## src/rtl/pe_tile_generic.sv

```systemverilog
// Parametrised programmable logic tile: two connect boxes, a registered CLB and a
// switch box, configured through an addressed register bus with read-back.
module pe_tile_generic #(
    parameter int         WIDTH      = 1,
    parameter int         NUM_TRACKS = 4,
    parameter logic [3:0] EDGE_MASK  = 4'b0000,
    parameter int         SEL_W      = $clog2(2 * NUM_TRACKS)
) (
    input  logic                            clk,
    input  logic                            reset,
    input  logic [15:0]                     tile_id,
    input  logic [31:0]                     config_addr,
    input  logic [31:0]                     config_data,
    input  logic                            config_valid,
    input  logic                            config_we,
    output logic                            config_resp_valid,
    output logic [31:0]                     config_rdata,
    output logic                            config_err,
    input  logic [4*NUM_TRACKS*WIDTH-1:0]   in_wires,
    output logic [4*NUM_TRACKS*WIDTH-1:0]   out_wires
);
    localparam int NSB  = 4 * NUM_TRACKS;
    localparam int NREG = 3 + NSB;

    logic [SEL_W-1:0] cb0_sel, cb1_sel;
    logic [2:0]       clb_op;
    logic [2:0]       sb_cfg  [NSB];
    logic [WIDTH-1:0] sb_comb [NSB];
    logic [WIDTH-1:0] sb_q_p1 [NSB];
    logic [WIDTH-1:0] acc_p1, pe_out_p1;
    logic [WIDTH-1:0] op0, op1, acc_next, clb_next;

    logic             cfg_hit, cfg_wr, cfg_mapped;
    logic [7:0]       cfg_id;
    logic [31:0]      cfg_wval, cfg_rval;
    logic             unused_data;

    function automatic logic [WIDTH-1:0] add_wrap(input logic [WIDTH-1:0] a,
                                                  input logic [WIDTH-1:0] b);
        return a + b;
    endfunction

    // Selects below NUM_TRACKS read the inputs, the next NUM_TRACKS read our own outputs.
    function automatic logic [WIDTH-1:0] cb_pick(input logic [SEL_W-1:0] sel,
                                                 input logic [4*NUM_TRACKS*WIDTH-1:0] iw,
                                                 input logic [4*NUM_TRACKS*WIDTH-1:0] ow);
        logic [WIDTH-1:0] r;
        r = '0;
        for (int t = 0; t < NUM_TRACKS; t++) begin
            if (int'(sel) == t) r = iw[t*WIDTH +: WIDTH];
            if (int'(sel) == t + NUM_TRACKS) r = ow[t*WIDTH +: WIDTH];
        end
        return r;
    endfunction

    function automatic int other_side(input int s, input int k);
        return (k < s) ? k : k + 1;
    endfunction

    assign cfg_id      = config_addr[7:0];
    assign cfg_hit     = config_valid && (config_addr[31:16] == tile_id) &&
                         (config_addr[15:8] == 8'd0);
    assign cfg_wr      = cfg_hit && config_we;
    assign cfg_mapped  = (int'(cfg_id) < NREG);
    assign unused_data = ^config_data;

    always_comb begin
        cfg_rval = '0;
        cfg_wval = '0;
        if (cfg_id == 8'd0) begin
            cfg_rval[SEL_W-1:0] = cb0_sel;
            cfg_wval[SEL_W-1:0] = config_data[SEL_W-1:0];
        end else if (cfg_id == 8'd1) begin
            cfg_rval[SEL_W-1:0] = cb1_sel;
            cfg_wval[SEL_W-1:0] = config_data[SEL_W-1:0];
        end else if (cfg_id == 8'd2) begin
            cfg_rval[2:0] = clb_op;
            cfg_wval[2:0] = config_data[2:0];
        end
        for (int i = 0; i < NSB; i++) begin
            if (int'(cfg_id) == 3 + i) begin
                cfg_rval[2:0] = sb_cfg[i];
                cfg_wval[2:0] = config_data[2:0];
            end
        end
    end

    always_comb begin
        op0      = cb_pick(cb0_sel, in_wires, out_wires);
        op1      = cb_pick(cb1_sel, in_wires, out_wires);
        acc_next = add_wrap(acc_p1, op0);
        case (clb_op)
            3'd0:    clb_next = op0 & op1;
            3'd1:    clb_next = op0 | op1;
            3'd2:    clb_next = op0 ^ op1;
            3'd3:    clb_next = ~op0;
            3'd4:    clb_next = add_wrap(op0, op1);
            3'd5:    clb_next = op0;
            3'd6:    clb_next = acc_next;
            default: clb_next = op1;
        endcase
    end

    always_comb begin
        for (int s = 0; s < 4; s++) begin
            for (int t = 0; t < NUM_TRACKS; t++) begin
                if (sb_cfg[s*NUM_TRACKS+t][1:0] == 2'd3)
                    sb_comb[s*NUM_TRACKS+t] = pe_out_p1;
                else
                    sb_comb[s*NUM_TRACKS+t] = in_wires[(other_side(s, int'(sb_cfg[s*NUM_TRACKS+t][1:0]))
                                                        * NUM_TRACKS + t) * WIDTH +: WIDTH];
            end
        end
    end

    always_comb begin
        out_wires = '0;
        for (int s = 0; s < 4; s++) begin
            for (int t = 0; t < NUM_TRACKS; t++) begin
                if (!EDGE_MASK[s])
                    out_wires[(s*NUM_TRACKS+t)*WIDTH +: WIDTH] =
                        sb_cfg[s*NUM_TRACKS+t][2] ? sb_q_p1[s*NUM_TRACKS+t] : sb_comb[s*NUM_TRACKS+t];
            end
        end
    end

    // Stage p1: config registers, CLB result, SB output flops and bus response.
    always_ff @(posedge clk) begin
        if (!reset) begin
            cb0_sel           <= '0;
            cb1_sel           <= '0;
            clb_op            <= '0;
            acc_p1            <= '0;
            pe_out_p1         <= '0;
            config_resp_valid <= 1'b0;
            config_rdata      <= '0;
            config_err        <= 1'b0;
            for (int i = 0; i < NSB; i++) begin
                sb_cfg[i]  <= '0;
                sb_q_p1[i] <= '0;
            end
        end else begin
            config_resp_valid <= cfg_hit;
            config_err        <= cfg_hit && !cfg_mapped;
            config_rdata      <= (cfg_hit && cfg_mapped) ? (config_we ? cfg_wval : cfg_rval) : 32'd0;
            if (cfg_wr) begin
                if (cfg_id == 8'd0) cb0_sel <= config_data[SEL_W-1:0];
                if (cfg_id == 8'd1) cb1_sel <= config_data[SEL_W-1:0];
                if (cfg_id == 8'd2) clb_op  <= config_data[2:0];
                for (int i = 0; i < NSB; i++) begin
                    if (int'(cfg_id) == 3 + i) sb_cfg[i] <= config_data[2:0];
                end
            end
            // Reprogramming the CLB restarts it from a clean state.
            if (cfg_wr && cfg_id == 8'd2) begin
                acc_p1    <= '0;
                pe_out_p1 <= '0;
            end else begin
                pe_out_p1 <= clb_next;
                if (clb_op == 3'd6) acc_p1 <= acc_next;
            end
            for (int i = 0; i < NSB; i++) sb_q_p1[i] <= sb_comb[i];
        end
    end

endmodule

```

## config.mk

```make
export PLATFORM = sky130hd
export DESIGN_NAME = pe_tile_generic
export DESIGN_NICKNAME = d
export VERILOG_FILES = /design/src/rtl/pe_tile_generic.sv
export SDC_FILE = /design/constraint.sdc
export NUM_CORES = 1
export LEC_CHECK = 0
export CAP_MARGIN = 25
export CORE_MARGIN = 3
export CORE_UTILIZATION = 45
export DETAILED_ROUTE_END_ITERATION = 8
export MAX_ROUTING_LAYER = met4
export PLACE_DENSITY_LB_ADDON = 0.12
export SLEW_MARGIN = 20
export SYNTH_ARGS = -nofsm -noshare
export SYNTH_HDL_FRONTEND = slang
export SYNTH_SLANG_ARGS = --single-unit
```

## constraint.sdc

```tcl
create_clock -name clk -period 6.94 [get_ports clk]
set_clock_uncertainty 0.15 [all_clocks]
set_input_delay 1.388 -clock clk [delete_from_list [all_inputs] [get_ports clk]]
set_output_delay 1.388 -clock clk [all_outputs]
set_load 0.05 [all_outputs]
```

==> summary.md <==
| Metric | Value |
|---|---|
| Status | finished clean |
| Final setup violation count | 0 |
| Achievable Freq | between 150 and 200 MHz |
| Vias in the first global route | roughly 4300 |
| Post-synth EDFFs | 48 |
| Ys Warns | 0 |
| Clock Tree Buf Depth | 2 |
| Placed cell area | just over 0.006 mm^2 |
| Most frequent cells in the layout | clkdlybuf4s50_1, edfxtp_1, nand2_1, dfxtp_1, nor3_1 |
| Critical path arrival | 3.73 ns |
| Switching pwr | 379.4 uW |
| Power, Total | approximately 1.3 mW |
| CTS tree | yes |
| Grt ovf | 0 |
| Fin util | 0.5641 |
| IO buf count | 91 |
| Final Max Slew Viols | 0 |
| Ports | 150 |
| Diodes inserted | 0 |
| CTS root buf | clkbuf_16 |
| Post-Route WL | between 15000 and 20000 um |
| Final period utilization | 0.7590 |
| Final Hold Viols | 0 |
| Remaining antenna violation count | 0 |
| Starting Density | 0.4625 |
| Async set-reset flop share out of synthesis | 0 |
| Chip Height | between 100 and 150 um |
| Sw Ratio | 0.2895 |
| Leakage power | between 2 and 2.5 nW |
| GPL Wtd Cong | 0.9285 |
| Relative slew slack | 0.4428 |
| Initial DRT Pass Iterations | 6 |
| Max Cap Violations | 0 |
| Clock Pin Slew Worst Setup and Hold Paths | 0.06 ns |
| Worst vdd ir | approximately 0.10 mV |
| Pint | 931.3 uW |
| First-pass GRT wire length | between 20000 and 25000 um |
| Reg power frac | 0.419 |
| Vias | roughly 4400 |
| Cell taking the most area after synthesis | edfxtp_1 |
| Worst-path fanout max | 5 |
| DR iter-0 viols | 417 |
| Post-synthesis sequential area ratio | 0.3909 |
| Synth Register Bits | 80 |
| Drt drc | 0 |
| Post-synthesis instance total | roughly 530 |
| Post-route cell area | roughly 0.0065 mm^2 |
| Core Box Area | 0.01152 mm^2 |
| RSZ-0062 raised after global routing | false |
| Most common cell after layout, fill and taps aside | clkdlybuf4s50_1 |
| Layout cell share with drive strength beyond 1 | 0.1219 |
| Routed wire length per instance | 20.06 um |
| Area of the multi-input gates | between 0.002 and 0.003 mm^2 |
| Post-layout net count | about 700 |
| Skew-Pair Late Insertion Delay | 0.35 ns |
| Worst-Margin Slew | ~0.84 ns |
| Num CTS Buffers | 9 |
| Synth Flop Type | edfxtp_1 |
| Clk sinks | 80 |
| P&R area growth vs syn | 21.96% |
| Post-CTS Hold Buffers | 0 |
| Min Tclk post-route | about 5.3 ns |
| Power Density | 201.8 mW/mm^2 |
| Largest net degree at the start of global routing | between 40 and 50 |
| Htree depth | 3 |
| Worst hold margin | 0.3749 ns |
| Initial antenna violation count | 0 |
| Rows | 39 |
| HPWL after DPL | ~11000 um |
| Synth cell types | 64 |
| WP data required | 5.40 ns |
| Netlist Area Pre-Place | about 0.0053 mm^2 |
| Startpoint types | input port |
| Average size of a mapped cell | slightly above 10 um^2 |
| Critical path type | in -> out |
| Drt via density | just under 6 |
| Critical path cell sequence | clkdlybuf4s50_1 -> mux4_2 -> mux2_2 -> mux2_2 -> clkdlybuf4s50_1 |
| Gr usage total | 0.2447 |
| Reg area | about 0.0021 mm^2 |
| Slowest Stage Delay on Critical Path | 0.70 ns |
| Largest cells by area after synthesis | edfxtp_1, dfxtp_1, mux4_2 |
| Post-cts sizing count | 0 |
| Post-CTS setup buffers | 0 |
| Min-Delay Path Class | reg -> reg |
| Setup TNS | 0 ns |
| Clk network pwr share | 0.352 |
| Die Width | roughly 110 um |
| Crit-path slowest cell | clkdlybuf4s50_1 |
| Filler Cell Count | approximately 1000 |
| Post-synth top area share | 0.2706 |
| Combinational Power Share | 0.230 |
| Crit. End Element | primary output |
| Die area | 0.01318 mm^2 |
-- critical path, delay by kind of cell --
| kind | cells | cell delay (ns) |
|---|---|---|
| buf+inv | 2 | 1.27 |
| mux | 3 | 1.07 |
-- sequential cells by signal, summed over array words and instances, names as in the netlist --
register and flops:
sb_cfg 48, sb_q_p1 16, cb0_sel 3, cb1_sel 3, clb_op 3, config_rdata 3
acc_p1 1, config_err 1, config_resp_valid 1, pe_out_p1 1
-- metrics by stage --
| stage | worst slack (ns) | std cells |
|---|---|---|
| after floorplan | 2.926 | 553 |
| after global placement | 1.685 | 733 |
| after detailed placement | 1.706 | 733 |
| after CTS | 1.685 | 749 |
| after global routing | 1.643 | 750 |
| final | 1.672 | 750 |
-- cells by family after synthesis --
group	after synthesis	synth area share
compound gates	85	0.1090
fa+ha+maj	18	0.04228
flops	80	0.3909
xor+xnor	17	0.02795
other cells	1	0.0007040
simple gates	177	0.1799
mux	59	0.1656
buf+inv	88	0.08363
-- Yosys cell counts (3+ instances only) --
master,n
o31ai_1,4
a211o_1,3
edfxtp_1,48
mux2_2,23
clkbuf_1,20
buf_4,29
nor3_1,31
o2111ai_1,3
mux4_2,21
buf_2,5
o21ai_0,20
a22oi_1,3
and4_1,3
dfxtp_1,32
ha_1,18
nand2_1,40
a21oi_1,17
buf_1,3
nand4_1,7
nand3b_1,4
and2_1,18
xnor2_1,17
nand2b_1,6
or3_1,11
or2_2,3
a31oi_1,5
nor2_1,27
o211ai_1,6
nor2b_1,4
mux2i_1,15
inv_1,30
nand3_1,8
-- final cells by class --
| type | instances | share of cell area |
|---|---|---|
| Multi-Input combinational cell | 385 | 0.4470 |
| Clock inverter | 4 | 0.006934 |
| Timing Repair Buffer | 95 | 0.1437 |
| Sequential cell | 80 | 0.3205 |
| Tap cell | 143 | 0.02754 |
| Clock buffer | 12 | 0.03640 |
| Inverter | 31 | 0.01791 |
-- layer usage --
metal	routed length, um	vias up	GRT usage
li1	-	2032	-
met1	6447	2102	0.3166
met2	6822	245	0.3714
met3	1299	32	0.06053
met4	479	0	0.09624
met5	0	-	-
-- power by group through the flow --
stage                     combinational, mW  sequential, mW  clock [mW]
after floorplan                       0.211           0.551           0
after global placement                0.296           0.557           0
after detailed placement              0.300           0.558           0
after CTS                             0.301           0.548       0.471
after global routing                  0.321           0.551       0.494
final                                 0.301           0.549       0.461
-- path summary, 6_finish.rpt --
path / depth (start not counted) / endpoint / start / slack (ns)
max: 5 / out_wires[10] / in_wires[2] / 1.67
min: 2 / cb1_sel[2]$_SDFFE_PN0P_ / cb1_sel[2]$_SDFFE_PN0P_ / 0.37
max reg2reg: 12 / pe_out_p1$_SDFF_PP0_ / pe_out_p1$_SDFF_PP0_ / 3.61
min reg2reg: 2 / cb1_sel[2]$_SDFFE_PN0P_ / cb1_sel[2]$_SDFFE_PN0P_ / 0.37
(Power assumes the default switching activity.)
